===== config.mk =====
export PLATFORM = sky130hd
export DESIGN_NAME = picorv32_sram_bridge
export DESIGN_NICKNAME = d
export VERILOG_FILES = /design/src/rtl/picorv32_sram_pkg.sv /design/src/rtl/sram_chan_fsm.sv /design/src/rtl/picorv32_sram_bridge.sv
export SDC_FILE = /design/constraint.sdc
export NUM_CORES = 1
export LEC_CHECK = 0
export CORE_AREA = 2 2 152 154
export CTS_BUF_LIST = sky130_fd_sc_hd__clkbuf_4 sky130_fd_sc_hd__clkbuf_8
export CTS_CLUSTER_SIZE = 14
export DETAILED_ROUTE_END_ITERATION = 12
export DIE_AREA = 0 0 154 156
export PLACE_DENSITY = 0.84
export SLEW_MARGIN = 20
export SYNTH_ARGS = -nofsm -noshare
export SYNTH_HDL_FRONTEND = slang
export SYNTH_SLANG_ARGS = --single-unit
export TNS_END_PERCENT = 30

===== constraint.sdc =====
create_clock -name clk -period 2 [get_ports clk]
set_input_delay 0.4 -clock clk [delete_from_list [all_inputs] [get_ports clk]]
set_output_delay 0.4 -clock clk [all_outputs]
set_load 0.005 [all_outputs]

===== src/rtl/picorv32_sram_pkg.sv =====
// picorv32_sram_pkg: shared SRAM geometry, channel FSM states and bank/row address decode
package picorv32_sram_pkg;
    localparam int SRAM_WORDS = 512;
    localparam int SRAM_AW = 9;
    localparam int SRAM_DW = 32;
    typedef enum logic [1:0] {IDLE, ISSUE, WAIT, RESP} state_t;
    typedef struct packed {
        logic ok;
        logic [2:0] bank;
        logic [SRAM_AW-1:0] row;
    } dec_t;
    function automatic dec_t decode(input logic [31:0] addr, input logic [31:0] base, input int nbanks);
        logic [31:0] word;
        dec_t d;
        word = (addr - base) >> 2;
        d.ok = addr >= base && word < 32'(nbanks * SRAM_WORDS);
        d.bank = word[11:9];
        d.row = word[8:0];
        return d;
    endfunction
endpackage


===== src/rtl/sram_chan_fsm.sv =====
// sram_chan_fsm: one SRAM port sequencer (decode, chip select, read latency, ready/err pulses)
module sram_chan_fsm import picorv32_sram_pkg::*; #(
    parameter int NUM_BANKS = 2,
    parameter logic [31:0] BASE_ADDR = 32'h0000_0000,
    parameter int SRAM_LAT = 1,
    parameter bit WRITE_EN = 1'b1
) (
    input  logic                         clk,
    input  logic                         resetn,
    input  logic                         valid,
    input  logic [31:0]                  addr,
    input  logic [31:0]                  wdata,
    input  logic [3:0]                   wstrb,
    output logic                         ready,
    output logic [SRAM_DW-1:0]           rdata,
    output logic                         err,
    output logic                         bad,
    output logic [NUM_BANKS-1:0]         csb,
    output logic                         web,
    output logic [3:0]                   wmask,
    output logic [SRAM_AW-1:0]           sram_addr,
    output logic [SRAM_DW-1:0]           din,
    input  logic [SRAM_DW*NUM_BANKS-1:0] dout
);
    state_t state;
    dec_t dec;
    logic [2:0] bank;
    logic [1:0] cnt;
    logic wr, is_wr;
    logic [NUM_BANKS-1:0] sel;
    logic [SRAM_DW-1:0] dout_sel;

    assign dec = decode(addr, BASE_ADDR, NUM_BANKS);
    assign is_wr = WRITE_EN && wstrb != 4'b0;
    assign bad = state == IDLE && valid && !dec.ok;

    always_comb begin
        sel = '1;
        dout_sel = '0;
        for (int b = 0; b < NUM_BANKS; b++) begin
            if (dec.bank == 3'(b)) sel[b] = 1'b0;
            if (bank == 3'(b)) dout_sel = dout[SRAM_DW*b +: SRAM_DW];
        end
    end

    // csb/web/wmask default to idle every edge so they are only active for the ISSUE cycle
    always_ff @(posedge clk or negedge resetn) begin
        if (!resetn) begin
            state <= IDLE;
            bank <= '0;
            wr <= 1'b0;
            cnt <= '0;
            ready <= 1'b0;
            err <= 1'b0;
            rdata <= '0;
            csb <= '1;
            web <= 1'b1;
            wmask <= '0;
            sram_addr <= '0;
            din <= '0;
        end else begin
            ready <= 1'b0;
            err <= 1'b0;
            csb <= '1;
            web <= 1'b1;
            wmask <= '0;
            case (state)
                IDLE: if (valid) begin
                    if (dec.ok) begin
                        state <= ISSUE;
                        bank <= dec.bank;
                        wr <= is_wr;
                        csb <= sel;
                        web <= !is_wr;
                        wmask <= is_wr ? wstrb : 4'b0;
                        sram_addr <= dec.row;
                        din <= wdata;
                    end else begin
                        state <= RESP;
                        ready <= 1'b1;
                        err <= 1'b1;
                        rdata <= '0;
                    end
                end
                ISSUE: begin
                    state <= wr ? RESP : WAIT;
                    ready <= wr;
                    cnt <= 2'(SRAM_LAT);
                end
                WAIT: begin
                    cnt <= cnt - 2'd1;
                    if (cnt == 2'd1) begin
                        rdata <= dout_sel;
                        ready <= 1'b1;
                        state <= RESP;
                    end
                end
                RESP: state <= IDLE;
                default: state <= IDLE;
            endcase
        end
    end
endmodule


===== src/rtl/picorv32_sram_bridge.sv =====
// picorv32_sram_bridge: picorv32 native bus (port 0) and debug read channel (port 1) onto
// NUM_BANKS sky130 1rw1r SRAM macros, with sticky first-error address capture.
module picorv32_sram_bridge import picorv32_sram_pkg::*; #(
    parameter int NUM_BANKS = 2,
    parameter logic [31:0] BASE_ADDR = 32'h0000_0000,
    parameter int SRAM_LAT = 1
) (
    input  logic                         clk,
    input  logic                         resetn,
    input  logic                         mem_valid,
    input  logic [31:0]                  mem_addr,
    input  logic [31:0]                  mem_wdata,
    input  logic [3:0]                   mem_wstrb,
    output logic                         mem_ready,
    output logic [31:0]                  mem_rdata,
    input  logic                         dbg_valid,
    input  logic [31:0]                  dbg_addr,
    output logic                         dbg_ready,
    output logic [31:0]                  dbg_rdata,
    output logic                         err,
    output logic [31:0]                  err_addr,
    output logic [NUM_BANKS-1:0]         sram_csb0,
    output logic                         sram_web0,
    output logic [3:0]                   sram_wmask0,
    output logic [SRAM_AW-1:0]           sram_addr0,
    output logic [SRAM_DW-1:0]           sram_din0,
    input  logic [SRAM_DW*NUM_BANKS-1:0] sram_dout0,
    output logic [NUM_BANKS-1:0]         sram_csb1,
    output logic [SRAM_AW-1:0]           sram_addr1,
    input  logic [SRAM_DW*NUM_BANKS-1:0] sram_dout1
);
    logic err0, err1, bad0, bad1, err_seen;
    logic p1_unused_web;
    logic [3:0] p1_unused_wmask;
    logic [SRAM_DW-1:0] p1_unused_din;

    sram_chan_fsm #(.NUM_BANKS(NUM_BANKS), .BASE_ADDR(BASE_ADDR), .SRAM_LAT(SRAM_LAT), .WRITE_EN(1'b1)) u_port0 (
        .clk(clk), .resetn(resetn), .valid(mem_valid), .addr(mem_addr), .wdata(mem_wdata), .wstrb(mem_wstrb),
        .ready(mem_ready), .rdata(mem_rdata), .err(err0), .bad(bad0), .csb(sram_csb0), .web(sram_web0),
        .wmask(sram_wmask0), .sram_addr(sram_addr0), .din(sram_din0), .dout(sram_dout0)
    );

    sram_chan_fsm #(.NUM_BANKS(NUM_BANKS), .BASE_ADDR(BASE_ADDR), .SRAM_LAT(SRAM_LAT), .WRITE_EN(1'b0)) u_port1 (
        .clk(clk), .resetn(resetn), .valid(dbg_valid), .addr(dbg_addr), .wdata(32'h0), .wstrb(4'h0),
        .ready(dbg_ready), .rdata(dbg_rdata), .err(err1), .bad(bad1), .csb(sram_csb1), .web(p1_unused_web),
        .wmask(p1_unused_wmask), .sram_addr(sram_addr1), .din(p1_unused_din), .dout(sram_dout1)
    );

    assign err = err0 | err1;

    // Port 0 takes priority when both channels fault on the same edge
    always_ff @(posedge clk or negedge resetn) begin
        if (!resetn) begin
            err_seen <= 1'b0;
            err_addr <= '0;
        end else if (!err_seen && (bad0 || bad1)) begin
            err_seen <= 1'b1;
            err_addr <= bad0 ? mem_addr : dbg_addr;
        end
    end
endmodule

==> results of run 1 <==
==> state kept, by name, summed over array words and instances, names as in the netlist, 2 cells and up <==
signal	cells
err_addr	32
u_port0.din	32
u_port0.rdata	32
u_port1.rdata	32
u_port0.sram_addr	9
u_port1.sram_addr	9
u_port0.wmask	4
u_port0.bank	3
u_port1.bank	3
u_port0.cnt	2
u_port0.csb	2
u_port0.state	2
u_port1.cnt	2
u_port1.csb	2
u_port1.state	2
==> layer usage <==
metal,global-route usage (%),routed length [um]
met1,24.8,11100
met2,36.0,14200
met3,6.44,2160
met4,7.79,825
met5,0,0
==> worst paths after layout <==
path	start	end	slack [ps]
max in group asynchronous	resetn	u_port1.bank[2]	910
min in group asynchronous	resetn	u_port0.din[8]	530
hold / removal	mem_addr[16]	err_addr[16]	320
hold reg to reg	u_port1.rdata[6]	u_port1.rdata[6]	490
setup / recovery	mem_addr[14]	u_port0.din[7]	-20
setup reg to reg	u_port0.state[1]	err_addr[15]	70
==> Yosys cell counts (2+ instances only) <==
master	instances	area, um2
a21oi_1	2	10.0
a221oi_1	25	219
a222oi_1	3	30.0
a22oi_1	64	480
a32oi_1	4	35.0
and2_1	6	37.5
buf_2	12	60.1
buf_4	12	90.1
buf_6	2	22.5
clkbuf_1	26	97.6
dfrtp_1	170	4250
dfstp_2	5	131
ha_1	8	100
inv_1	42	158
mux2_1	7	78.8
mux2_2	44	495
nand2_1	11	41.3
nand2b_1	2	12.5
nand3_1	6	30.0
nor2_1	9	33.8
nor2b_1	5	31.3
nor3_1	30	150
nor4_1	37	231
o21a_1	2	15.0
o21ai_0	5	25.0
o2bb2ai_1	68	596
o31ai_1	2	15.0
or2_2	2	12.5
or3_1	2	12.5
==> final cells by class <==
class                      instances  area, um2
antenna                            1       2.50
timing repair buffer             476       5040
clock inverter                    14        171
inverter                          42        158
fill                            1756       9020
tap                              285        357
sequential                       175       4390
clock buffer                      18        241
multi-input combinational        360       2990
==> cell families (layout without fill, tap and decap cells) <==
kind of cell | count (synthesis) | after routing
AND/OR/NAND/NOR | 116 | 116
buffers and inverters | 95 | 550
other | 0 | 1
multiplexers | 51 | 51
AO/OA/AOI/OAI | 185 | 185
flip-flops | 175 | 175
adder cells (fa/ha/maj) | 8 | 8
==> stage by stage <==
stage / hold slack [ps] / cell area, um2 / TNS, ps / setup slack [ps] / cells
floorplan: 104 / 7660 / 0 / 27.0 / 630
global placement: 456 / 12300 / -86030 / -689 / 1312
detailed placement: 464 / 12300 / -92080 / -766 / 1312
CTS: 498 / 12800 / -18.5 / -9.68 / 1345
global route: 291 / 13300 / -627 / -61.0 / 1371
finish: 317 / 13300 / -157 / -19.4 / 1371
==> power by group through the flow <==
stage          logic (mW)  clock network [mW]  registers (mW)
2_1_floorplan        2.00                   0            4.64
3_3_place_gp         4.37                   0            4.60
3_5_place_dp         4.52                   0            4.62
4_1_cts              4.54                2.70            4.56
5_1_grt              5.40                2.85            4.65
6_report             5.00                2.62            4.56
==> what timing repair did <==
action                                  CTS  global route
hold endpoints to repair                 66             0
hold buffers                              1             0
gates resized for setup                  13            45
endpoints found under the setup margin   99           147
setup buffers                             0            14
pin swaps                                 3            14
cloned                                    0            11
==> worst max-delay path: cells and delay by family <==
kind	cells	cell delay, ps
buf+inv	4	810
mux	1	340
simple gates	2	790
==> impl_metrics.tcl, run 1 <==
set metrics [dict create \
    status "finished, violations left" \
    failed_checks "setup timing" \
    p_comb_share_pct 41.1 \
    synth_nets 870 \
    synth_cell_type_count 46 \
    worst_path_most_repeated_cell "buf_12" \
    rows 55 \
    cap_viol_max_count 0 \
    drt_iter0_drc 472 \
    mostFrequentLayoutCells "clkdlybuf4s50_1, dfrtp_1, o2bb2ai_1" \
    p_clk_share_pct 21.5 \
    post-route-util_pct 59.7 \
    final_common_cell "clkdlybuf4s50_1" \
    min_period_ps 2020 \
    critPathKind "in -> reg" \
    finalPower_mw 12.2 \
    yosys_warnings 0 \
    crit_required_ps 2340 \
    crit_path_cell_trace "clkdlybuf4s50_1, or4_4, nor3_4, buf_12, buf_4, buf_12, mux2_2" \
    grt_max_degree 110 \
    synthSimpleGateAreaFrac_pct 8.51 \
    synth_top_family_by_area "compound AO/OA/AOI/OAI gates" \
    min_path_type "in -> reg" \
    viasPerCell 5.30 \
    slew_headroom_pct 58.8 \
    clock_latency_ps 460 \
    crit_fanout 6 \
    die_h_um 156 \
    nets 1312 \
    worst_pin_slew_ps 618 \
    initial_core_util_pct 34.3 \
    grt_overflow 0 \
    track_usage_pct 21.0 \
    io_pins 390 \
    syn_area_per_cell_um2 12.2 \
    syn_area_mm2 0.00766 \
    cts_buffers 17 \
    r2r_cells 8 \
    vdd_drop_max_uv 428 \
    rsz0062_at_grt "true" \
    async_flop_share_pct 100 \
    synth_edf_count 0 \
    synth-xor-area-share_pct 0 \
    finClkSkew_ps 16.5 \
    synthCells 630 \
    cts_tree "done" \
    p_int_mw 8.20 \
    ys.flop_type "dfrtp_1" \
    grt_pass1_wl_mm 39.6 \
    fin_ws_ps -19.4 \
    sw_frac_of_total_pct 32.7 \
    setup_viol 20 \
    p_leak_nw 5.97 \
    antenna_found_initial 1 \
    switching_power_mw 3.99 \
    worst_path_max_delay_cell "or4_4" \
    cts_num_sinks 175 \
    synthMuxAreaShare_pct 7.50 \
    drt-wirelength-per-cell_um 20.6 \
    ys_ff_latch 175 \
    drive_above_1_share_pct 18.6 \
    wl_mm 28.3 \
    clk_pin_slew_ps 100 \
    whs_path_depth 3 \
    clock-root-buffer "clkbuf_8" \
    yosysSeqAreaShare_pct 57.2 \
    fp.dieW_um 154 \
    h-tree-depth 4 \
    gp_congestion 0.848 \
    grt_pass1_vias 7269 \
    end_kind "register" \
    hpwl_mm 19.4 \
    synthToLayoutAreaGrowth_pct 74.2 \
    drc 0 \
    timing.final.crit_share_pct 101 \
    worst_path_largest_cell_delay_ps 560 \
    synth_fa_ha_area_share_pct 1.31 \
    power_density_mw_per_mm2 913 \
    drv_slew 0 \
    hold_violations 0 \
    cts_buffer_depth 2 \
    vias 7269 \
    clock.fmax_ghz 0.495 \
    synth_compound_area_share_pct 19.8 \
    seqPwrFrac_pct 37.4 \
    start_kind "input pin" \
    drtPass1Iterations 5 \
    port_buffers 389 \
    antenna_left 0 \
    fp.dieArea_mm2 0.0240 \
    core_mm2 0.0224 \
    worstPathArrival_ps 2360 \
]
Note: power is estimated with default switching activity, not from simulation.
==> run 2, diff against run 1 <==
Settings changed: CELL_PAD_IN_SITES_DETAIL_PLACEMENT from default to 1, CELL_PAD_IN_SITES_GLOBAL_PLACEMENT from default to 1, CORE_AREA 2 2 152 154 to default, CORE_MARGIN from default to 2, CORE_UTILIZATION from default to 28, DIE_AREA 0 0 154 156 to default, PLACE_DENSITY 0.84 to 0.9.
==> impl_metrics.tcl, run 2 (synthesis results as in run 1) <==
set metrics [dict create \
    hold_violations 0 \
    multi_input_area_mm2 0.00296 \
    clock_latency_ps 450 \
    whs_path_depth 3 \
    synthToLayoutAreaGrowth_pct 69.9 \
    switching_power_mw 3.95 \
    port_buffers 389 \
    wl_mm 29.8 \
    h-tree-depth 4 \
    rows 60 \
    crit_path_cell_trace "clkdlybuf4s50_1, nor4_2, nand3_2, or2_4, nor2_4, buf_12, mux2_2" \
    clock-root-buffer "clkbuf_8" \
    core_mm2 0.0269 \
    status "finished, violations left" \
    setup_viol 31 \
    clock.fmax_ghz 0.495 \
    worst_path_max_delay_cell "clkdlybuf4s50_1" \
    cts_buffer_depth 2 \
    dp_slack_ps -643 \
    failed_checks "setup timing" \
    post-route-util_pct 48.4 \
    worst_pin_slew_ps 390 \
    seqPwrFrac_pct 38.0 \
    holdWs_ps 321 \
    grt_pass1_vias 7975 \
    initial_core_util_pct 28.5 \
    timing.final.crit_share_pct 101 \
    drt_iter0_drc 314 \
    rsz0062_at_grt "true" \
    worst_path_largest_cell_delay_ps 470 \
    grt_overflow 0 \
    nets 1294 \
    min_period_ps 2020 \
    cts_num_sinks 175 \
    grt_max_degree 52 \
    p_leak_nw 5.70 \
    cts_buffers 17 \
    vias 7198 \
    io_pins 390 \
    clk_pin_slew_ps 120 \
    finClkSkew_ps 27.0 \
    fp.dieArea_mm2 0.0287 \
    viasPerCell 5.11 \
    sw_frac_of_total_pct 32.8 \
    min_path_type "in -> reg" \
    hpwl_mm 22.7 \
    gp_congestion 0.835 \
    p_comb_share_pct 40.4 \
    path_buf_inv 2 \
    regArea_mm2 0.00439 \
    antenna_left 0 \
    crit_required_ps 2330 \
    fin_ws_ps -20.5 \
    power_density_mw_per_mm2 925 \
    drtPass1Iterations 5 \
    cp_top_family "simple AND/OR/NAND/NOR gates" \
    drc 0 \
    grt_pass1_wl_mm 44.7 \
    antenna_found_initial 1 \
    slew_headroom_pct 73.7 \
    cts_tree "done" \
    track_usage_pct 20.1 \
    cap_viol_max_count 0 \
    mostFrequentLayoutCells "clkdlybuf4s50_1, dfrtp_1, o2bb2ai_1" \
    cp.depth 7 \
    r2r_cells 7 \
    finalPower_mw 12.0 \
    fillers 2861 \
    p_int_mw 8.08 \
    worstPathArrival_ps 2350 \
    final_common_cell "clkdlybuf4s50_1" \
    p_clk_share_pct 21.6 \
    die_h_um 169 \
    fp.dieW_um 169 \
    vdd_drop_max_uv 540 \
    drv_slew 0 \
    end_kind "register" \
    drt-wirelength-per-cell_um 21.2 \
    start_kind "input pin" \
    drive_above_1_share_pct 16.4 \
    crit_fanout 13 \
    critPathKind "in -> reg" \
]
[run 2: cell types whose count changed in the layout (fill, tap and decap cells not counted), moves of 3 or more]
cell,previous run,this run
buf_4,53,48
clkbuf_16,10,0
buf_12,18,14
nor4_2,7,4
dlymetal6s2s_1,20,11
dlygate4sd2_1,5,13
nor4_1,28,31
[run 2: per-stage QoR]
step | std cells | setup TNS [ps] | cell area, um2
final | 1408 | -325 | 13000
after global routing | 1407 | -1820 | 13000
after CTS | 1407 | -11.9 | 12900
after detailed placement | 1366 | -90770 | 12300
after global placement | 1366 | -85080 | 12300
after floorplan | 630 | 0 | 7660
[run 2: tightest hold or removal path: stages]
cell            delay (ps)
dlymetal6s2s_1         140
nor2_1                 120
a222oi_1                70
[run 2: final cells by class]
class	instances	share of cell area [%]
repair buffers	458	35.9
diodes	1	0.0192
clock buffers	19	2.01
inverters	42	1.21
well taps	341	3.28
multi-input cells	360	22.7
flip-flops and latches	175	33.7
clock inverters	12	1.13
[run 2: worst paths after layout]
| check | slack (ps) | start | to |
|---|---|---|---|
| worst max-delay path | -20 | dbg_addr[14] | u_port1.sram_addr[2] |
| worst min-delay path | 320 | mem_addr[16] | err_addr[16] |
| worst max register to register | 80 | u_port1.state[1] | err_addr[1] |
| worst min register to register | 490 | u_port1.rdata[23] | u_port1.rdata[23] |
| max in group asynchronous | 950 | resetn | u_port0.web |
| min in group asynchronous | 380 | resetn | err_addr[18] |
[run 2: routing by layer]
layer	routed length [um]	GRT usage, %	vias up
met1	11000	21.8	3617
met2	15900	37.9	289
li1	-	-	3255
met3	2340	6.20	37
met4	593	5.13	0
met5	0	0	-
[run 2: what timing repair did]
action / 4_1_cts / 5_1_grt
endpoints found under the setup margin: 135 / 135
hold buffers: 1 / 0
gates cloned: 3 / 0
endpoints found under the hold margin: 24 / 0
setup buffers: 6 / 0
gates resized for setup: 25 / 22
pin swaps: 8 / 10
[run 2: power by group through the flow]
| stage | registers (mW) | logic (mW) | clock network [mW] |
|---|---|---|---|
| after global placement | 4.59 | 4.45 | 0 |
| after detailed placement | 4.64 | 4.65 | 0 |
| after global routing | 4.66 | 5.26 | 2.84 |
| after floorplan | 4.64 | 2.00 | 0 |
| final | 4.57 | 4.86 | 2.60 |
| after CTS | 4.58 | 4.89 | 2.72 |
